[src/rtl/sat_counter_table.sv]
// sat_counter_table
//   Table of 2**IDX_W independent CTR_W-bit saturating counters for the
//   fetch-stage branch predictor. Fetch issues lookups; branch resolution
//   issues trains. One lookup and one train may be accepted every cycle.
//   The lookup response is registered and appears one cycle after the request.
//
// Parameters:
//   CTR_W     counter width in bits (1..8)
//   IDX_W     index width; the table holds 2**IDX_W entries
//   RESET_VAL value loaded into every counter on reset (< 2**CTR_W)
//
// Ports:
//   clk           clock
//   reset         synchronous, active-high reset
//   lookup_valid  lookup request this cycle
//   lookup_idx    lookup index
//   rsp_valid     response valid, one cycle after lookup_valid
//   rsp_taken     prediction (MSB of the addressed counter)
//   rsp_ctr       full value of the addressed counter
//   train_valid   train request this cycle
//   train_idx     train index
//   train_taken   1 = increment, 0 = decrement
//
// Optional build macro:
//   SAT_COUNTER_TABLE_GSHARE_EN  adds an IDX_W-bit global history register.
//   Both indices are XORed with the history (pre-update value), and every
//   train shifts train_taken into the history.

module sat_counter_table #(
  parameter int CTR_W     = 2,
  parameter int IDX_W     = 5,
  parameter int RESET_VAL = 1
) (
  input  logic             clk,
  input  logic             reset,
  input  logic             lookup_valid,
  input  logic [IDX_W-1:0] lookup_idx,
  output logic             rsp_valid,
  output logic             rsp_taken,
  output logic [CTR_W-1:0] rsp_ctr,
  input  logic             train_valid,
  input  logic [IDX_W-1:0] train_idx,
  input  logic             train_taken
);

  localparam int               ENTRIES = 1 << IDX_W;
  localparam logic [CTR_W-1:0] CTR_MAX = '1;
  localparam logic [CTR_W-1:0] CTR_RST = CTR_W'(RESET_VAL);

  logic [CTR_W-1:0] ctr_q [ENTRIES];
  logic [IDX_W-1:0] lkp_eff;
  logic [IDX_W-1:0] trn_eff;
  logic [CTR_W-1:0] trn_old;
  logic [CTR_W-1:0] trn_new;
  logic             rsp_valid_q;
  logic             rsp_valid_d;
  logic [CTR_W-1:0] rsp_ctr_q;
  logic [CTR_W-1:0] rsp_ctr_d;

`ifdef SAT_COUNTER_TABLE_GSHARE_EN
  logic [IDX_W-1:0] ghr_q;
  logic [IDX_W-1:0] ghr_d;

  // Both ports hash with the history as it stands this cycle.
  assign lkp_eff = lookup_idx ^ ghr_q;
  assign trn_eff = train_idx ^ ghr_q;

  generate
    if (IDX_W == 1) begin : g_ghr_1
      always_comb begin
        ghr_d = ghr_q;
        if (train_valid) ghr_d = train_taken;
      end
    end else begin : g_ghr_n
      always_comb begin
        ghr_d = ghr_q;
        if (train_valid) ghr_d = {ghr_q[IDX_W-2:0], train_taken};
      end
    end
  endgenerate

  always_ff @(posedge clk) begin
    if (reset) ghr_q <= '0;
    else       ghr_q <= ghr_d;
  end
`else
  assign lkp_eff = lookup_idx;
  assign trn_eff = train_idx;
`endif

  // Saturating step by explicit end-value compare, so no wrap at either end.
  always_comb begin
    trn_old = ctr_q[trn_eff];
    trn_new = trn_old;
    if (train_taken) begin
      if (trn_old != CTR_MAX) trn_new = trn_old + CTR_W'(1);
    end else begin
      if (trn_old != '0) trn_new = trn_old - CTR_W'(1);
    end
  end

  // Write-first: a same-cycle train to the looked-up entry is returned.
  always_comb begin
    rsp_valid_d = lookup_valid;
    rsp_ctr_d   = rsp_ctr_q;
    if (lookup_valid) begin
      if (train_valid && (trn_eff == lkp_eff)) rsp_ctr_d = trn_new;
      else                                     rsp_ctr_d = ctr_q[lkp_eff];
    end
  end

  always_ff @(posedge clk) begin
    if (reset) begin
      for (int i = 0; i < ENTRIES; i++) ctr_q[i] <= CTR_RST;
    end else if (train_valid) begin
      ctr_q[trn_eff] <= trn_new;
    end
  end

  always_ff @(posedge clk) begin
    if (reset) begin
      rsp_valid_q <= 1'b0;
      rsp_ctr_q   <= '0;
    end else begin
      rsp_valid_q <= rsp_valid_d;
      rsp_ctr_q   <= rsp_ctr_d;
    end
  end

  assign rsp_valid = rsp_valid_q;
  assign rsp_ctr   = rsp_ctr_q;
  assign rsp_taken = rsp_ctr_q[CTR_W-1];

endmodule

[config.mk]
export PLATFORM = sky130hd
export DESIGN_NAME = sat_counter_table
export DESIGN_NICKNAME = d
export VERILOG_FILES = /design/src/rtl/sat_counter_table.sv
export SDC_FILE = /design/constraint.sdc
export NUM_CORES = 1
export LEC_CHECK = 0
export ABC_CLOCK_PERIOD_IN_PS = 2050
export BUFFER_PORTS_ARGS = -buffer_cell sky130_fd_sc_hd__buf_2
export CAP_MARGIN = 20
export CELL_PAD_IN_SITES_DETAIL_PLACEMENT = 1
export CELL_PAD_IN_SITES_GLOBAL_PLACEMENT = 1
export CORE_MARGIN = 3
export CORE_UTILIZATION = 45
export CTS_CLUSTER_DIAMETER = 60
export DETAILED_ROUTE_END_ITERATION = 8
export PLACE_DENSITY_LB_ADDON = 0.1
export SLEW_MARGIN = 25
export SYNTH_ARGS = -nofsm -noshare
export SYNTH_HDL_FRONTEND = slang
export SYNTH_SLANG_ARGS = --single-unit
export TNS_END_PERCENT = 20
[constraint.sdc]
create_clock -name clk -period 2.05 [get_ports clk]
set_input_delay 0.1025 -clock clk [delete_from_list [all_inputs] [get_ports clk]]
set_output_delay 0.1025 -clock clk [all_outputs]
set_load 0.02 [all_outputs]
==> metrics.yaml <==
layout:
  layout-drive-gt1-share: 0.3270
  multi_input_comb_area_um2: 2112
  mostFrequentLayoutCells: "sky130_fd_sc_hd__edfxtp_1 (64), sky130_fd_sc_hd__nand2_1 (38), sky130_fd_sc_hd__nor2_1 (37)"
  layoutNonFillerInstCount: 530
  final_nets: 433
  seq_area_um2: 1982
  num_antenna_cells: 0
  layout.cells.most_common: "sky130_fd_sc_hd__edfxtp_1"
  area.growth.synth_to_final_pct: 17.92
  fill_cells: 946
drt:
  drc_markers: 0
  antenna_left: 0
  wirelength_um: 12120
  via_count: 3112
  firstDrtPassIters: 5
  drt-vias-per-instance: 5.872
  drt_iter0_drc: 175
  route.detailed.wl_per_inst_um: 22.86
clock_tree:
  max-clock-path-buffers: 2
  tritoncts: "yes"
  worst_skew_pair_later_pin_latency_ns: 0.34
  numCtsBuffers: 9
  cts_root_buf: "sky130_fd_sc_hd__clkbuf_8"
  cts.hold.buffers_added: 0
  clock_sink_count: 67
  cts.reportedPaths.clkPinSlew_ns: 0.07
  cts.htree.levels: 3
synth:
  async_flop_share: 0
  dominant_cells_by_area_after_synthesis: "sky130_fd_sc_hd__edfxtp_1 (45%), sky130_fd_sc_hd__mux4_2 (9.6%), sky130_fd_sc_hd__mux2i_1 (9.5%)"
  postSynthRegisterBits: 67
  synth.lib_cells_used.distinct: 40
  number_of_enable_flip_flop_cells_after_synthesis: 64
  synth_area_um2: 4225
  yosysWarningCount: 0
  synth.avg_cell_area_um2: 11.12
  ys_seq_area_frac: 0.4691
  synth_nets: 395
  synth_cells: 380
  synthFlopType: "sky130_fd_sc_hd__edfxtp_1"
  synth_largest_type_area_fraction: 0.4548
  yosysTopAreaCell: "sky130_fd_sc_hd__edfxtp_1"
outcome:
  violated_checks: "setup timing"
  result_of_the_run: "finished, violations left"
worst_hold_path:
  hold_path.startpoint: "lookup_valid"
  hold_path.class: "in2reg"
  hold_end: "rsp_valid"
  worst_hold_path.num_cells: 2
sta:
  finalHoldViolations: 0
  totalNegativeSetupSlack_ns: -2.220
  rsz0062_at_grt: "yes"
  finalCritPeriodShare: 1.029
  worst_clock_skew_ns: 0.01003
  final_max_slew_viol_count: 0
  highest_clock_rate_mhz: 474.2
  worst_slew_margin: 0.6245
  hold_ws_ns: 0.07199
  timing_worst_slew_pin_value_ns: 0.5632
  period_needed_ns: 2.109
  postLayoutSetupSlackWorst_ns: -0.05873
  final-setup-viol-count: 64
setup_path:
  critical_path_rt_ns: 2.12
  reg2regPathDepth: 7
  worst-endpoint-arrival_ns: 2.18
  path_class: "reg2reg"
  crit_fanout: 17
  timing.rr.start: "ctr_q[27][0]"
  r2r_slack_ns: -0.06
  critPathLaunchType: "flip-flop"
  crit-reg2reg-capture: "ctr_q[12][1]"
  critical_path.endpoint_type: "flip-flop"
floorplanning:
  core-area_um2: 8934
  floorplan.initialDensity: 0.4730
  die-height_um: 102.9
  io-pin-count: 19
  rows: 34
  dieArea_um2: 10590
  die_width_um: 102.9
placed_design:
  port_buffers: 18
  gp_routability_congestion: 0.9216
  pre_cts_slack_ns: -0.2033
  dpl.cell_count: 509
  hpwlAfterDp_um: 8927
power_and_ir_drop:
  power_share_of_the_sequential_group: 0.480
  combinationalPowerShare: 0.196
  p_sw_frac: 0.2683
  cellLeakagePower_nw: 1.717
  switching_pwr_w: 0.0008641
  clockPowerShare: 0.324
  internal_power_w: 0.002356
  power.density_cell_area_nw_per_um2: 646.3
  ir_worst_vdd_mv: 0.3708
global_route:
  number_of_antenna_violations_at_the_first_check_in_global_routing: 0
  globalRouteTotalUtil: 0.2410
  grt_first_pass_wirelength_um: 18800
  first_global_vias: 3338
  grt_max_degree: 21
  overflow: 0
run:
  cap_viol_max_count: 0
==> power groups by stage <==
stage | Clock, W | Combinational, W | Sequential, W
after floorplan | 0 | 0.000347 | 0.00157
after global placement | 0 | 0.000544 | 0.00157
after detailed placement | 0 | 0.000556 | 0.00158
after CTS | 0.00107 | 0.000563 | 0.00154
after global routing | 0.00113 | 0.000674 | 0.00155
final | 0.00104 | 0.000632 | 0.00155
==> per-layer routing <==
metal / part of all wire / global-route usage / up-vias
met5: 0 / 0 / -
met4: 0.014 / 0.07769 / 0
met3: 0.047 / 0.03248 / 12
met2: 0.49 / 0.3996 / 68
met1: 0.44 / 0.3288 / 1557
li1: - / - / 1475
==> logic make-up after synthesis <==
logic type | synth area share
and+or+nand+nor | 0.2242
adders and majority gates | 0.005330
muxes | 0.1907
xor gates and xnor gates | 0.006220
buffers and inverters | 0.05449
AOI/OAI and AO/OA | 0.05005
DFF | 0.4691
==> layout make-up <==
class / instances / area share
tap: 108 / 0.02712
clock buffer: 11 / 0.02637
clock inverter: 4 / 0.008538
multi-input combinational: 272 / 0.4239
sequential: 67 / 0.3978
timing repair buffer: 61 / 0.1110
inverter: 7 / 0.005274
==> how the worst max path moves through the flow <==
stage,from,endpoint,depth (start not counted)
2_1_floorplan,train_idx[1],ctr_q[4][0],9
3_3_place_gp,train_idx[1],ctr_q[25][1],10
3_5_place_dp,train_idx[1],ctr_q[7][0],10
4_1_cts,ctr_q[22][1],ctr_q[7][0],7
5_1_grt,ctr_q[27][0],ctr_q[21][1],7
6_report,ctr_q[27][0],ctr_q[12][1],7
==> per-stage QoR <==
| stage | util | total power, W | instance area (um2) |
|---|---|---|---|
| 3_5_place_dp | 0.5162 | 0.002131 | 4612 |
| 6_report | 0.5577 | 0.003220 | 4982 |
| 2_1_floorplan | - | 0.001918 | 4225 |
| 4_1_cts | 0.5380 | 0.003173 | 4806 |
| 5_1_grt | 0.5577 | 0.003352 | 4982 |
| 3_3_place_gp | 0.5162 | 0.002118 | 4612 |
==> synthesized netlist by cell type, drive strengths merged (2+ instances only) <==
cell    number
edfxtp      64
mux2i       40
nand2       39
nor2        37
nor3        25
buf         23
nand2b      21
nand3       20
mux4        18
or2         18
clkbuf      11
o22ai        8
inv          7
o221ai       6
or3          5
a22oi        4
a32oi        3
dfxtp        3
nand3b       3
nor2b        3
o21ai        3
or3b         3
and2         2
and3         2
maj3         2
xor2         2
==> registers in the layout, indices dropped and copies added (netlist names) <==
signal	flops
ctr_q	64
rsp_ctr	2
rsp_valid	1
==> critical path, stage by stage, from the launching register on <==
cell and delay (ns):
sky130_fd_sc_hd__edfxtp_1 0.41, sky130_fd_sc_hd__mux2i_1 0.29, sky130_fd_sc_hd__o22ai_1 0.14, sky130_fd_sc_hd__a32oi_2 0.27, sky130_fd_sc_hd__and4_1 0.23, sky130_fd_sc_hd__maj3_2 0.27, sky130_fd_sc_hd__buf_12 0.18, sky130_fd_sc_hd__nor3_1 0.05
==> what timing repair did <==
action | CTS | global route
buffers inserted | 0 | 3
gates resized for setup | 4 | 18
setup endpoints to repair | 33 | 66
cloned | 0 | 3
pin swaps | 1 | 11
(Power assumes the default switching activity.)
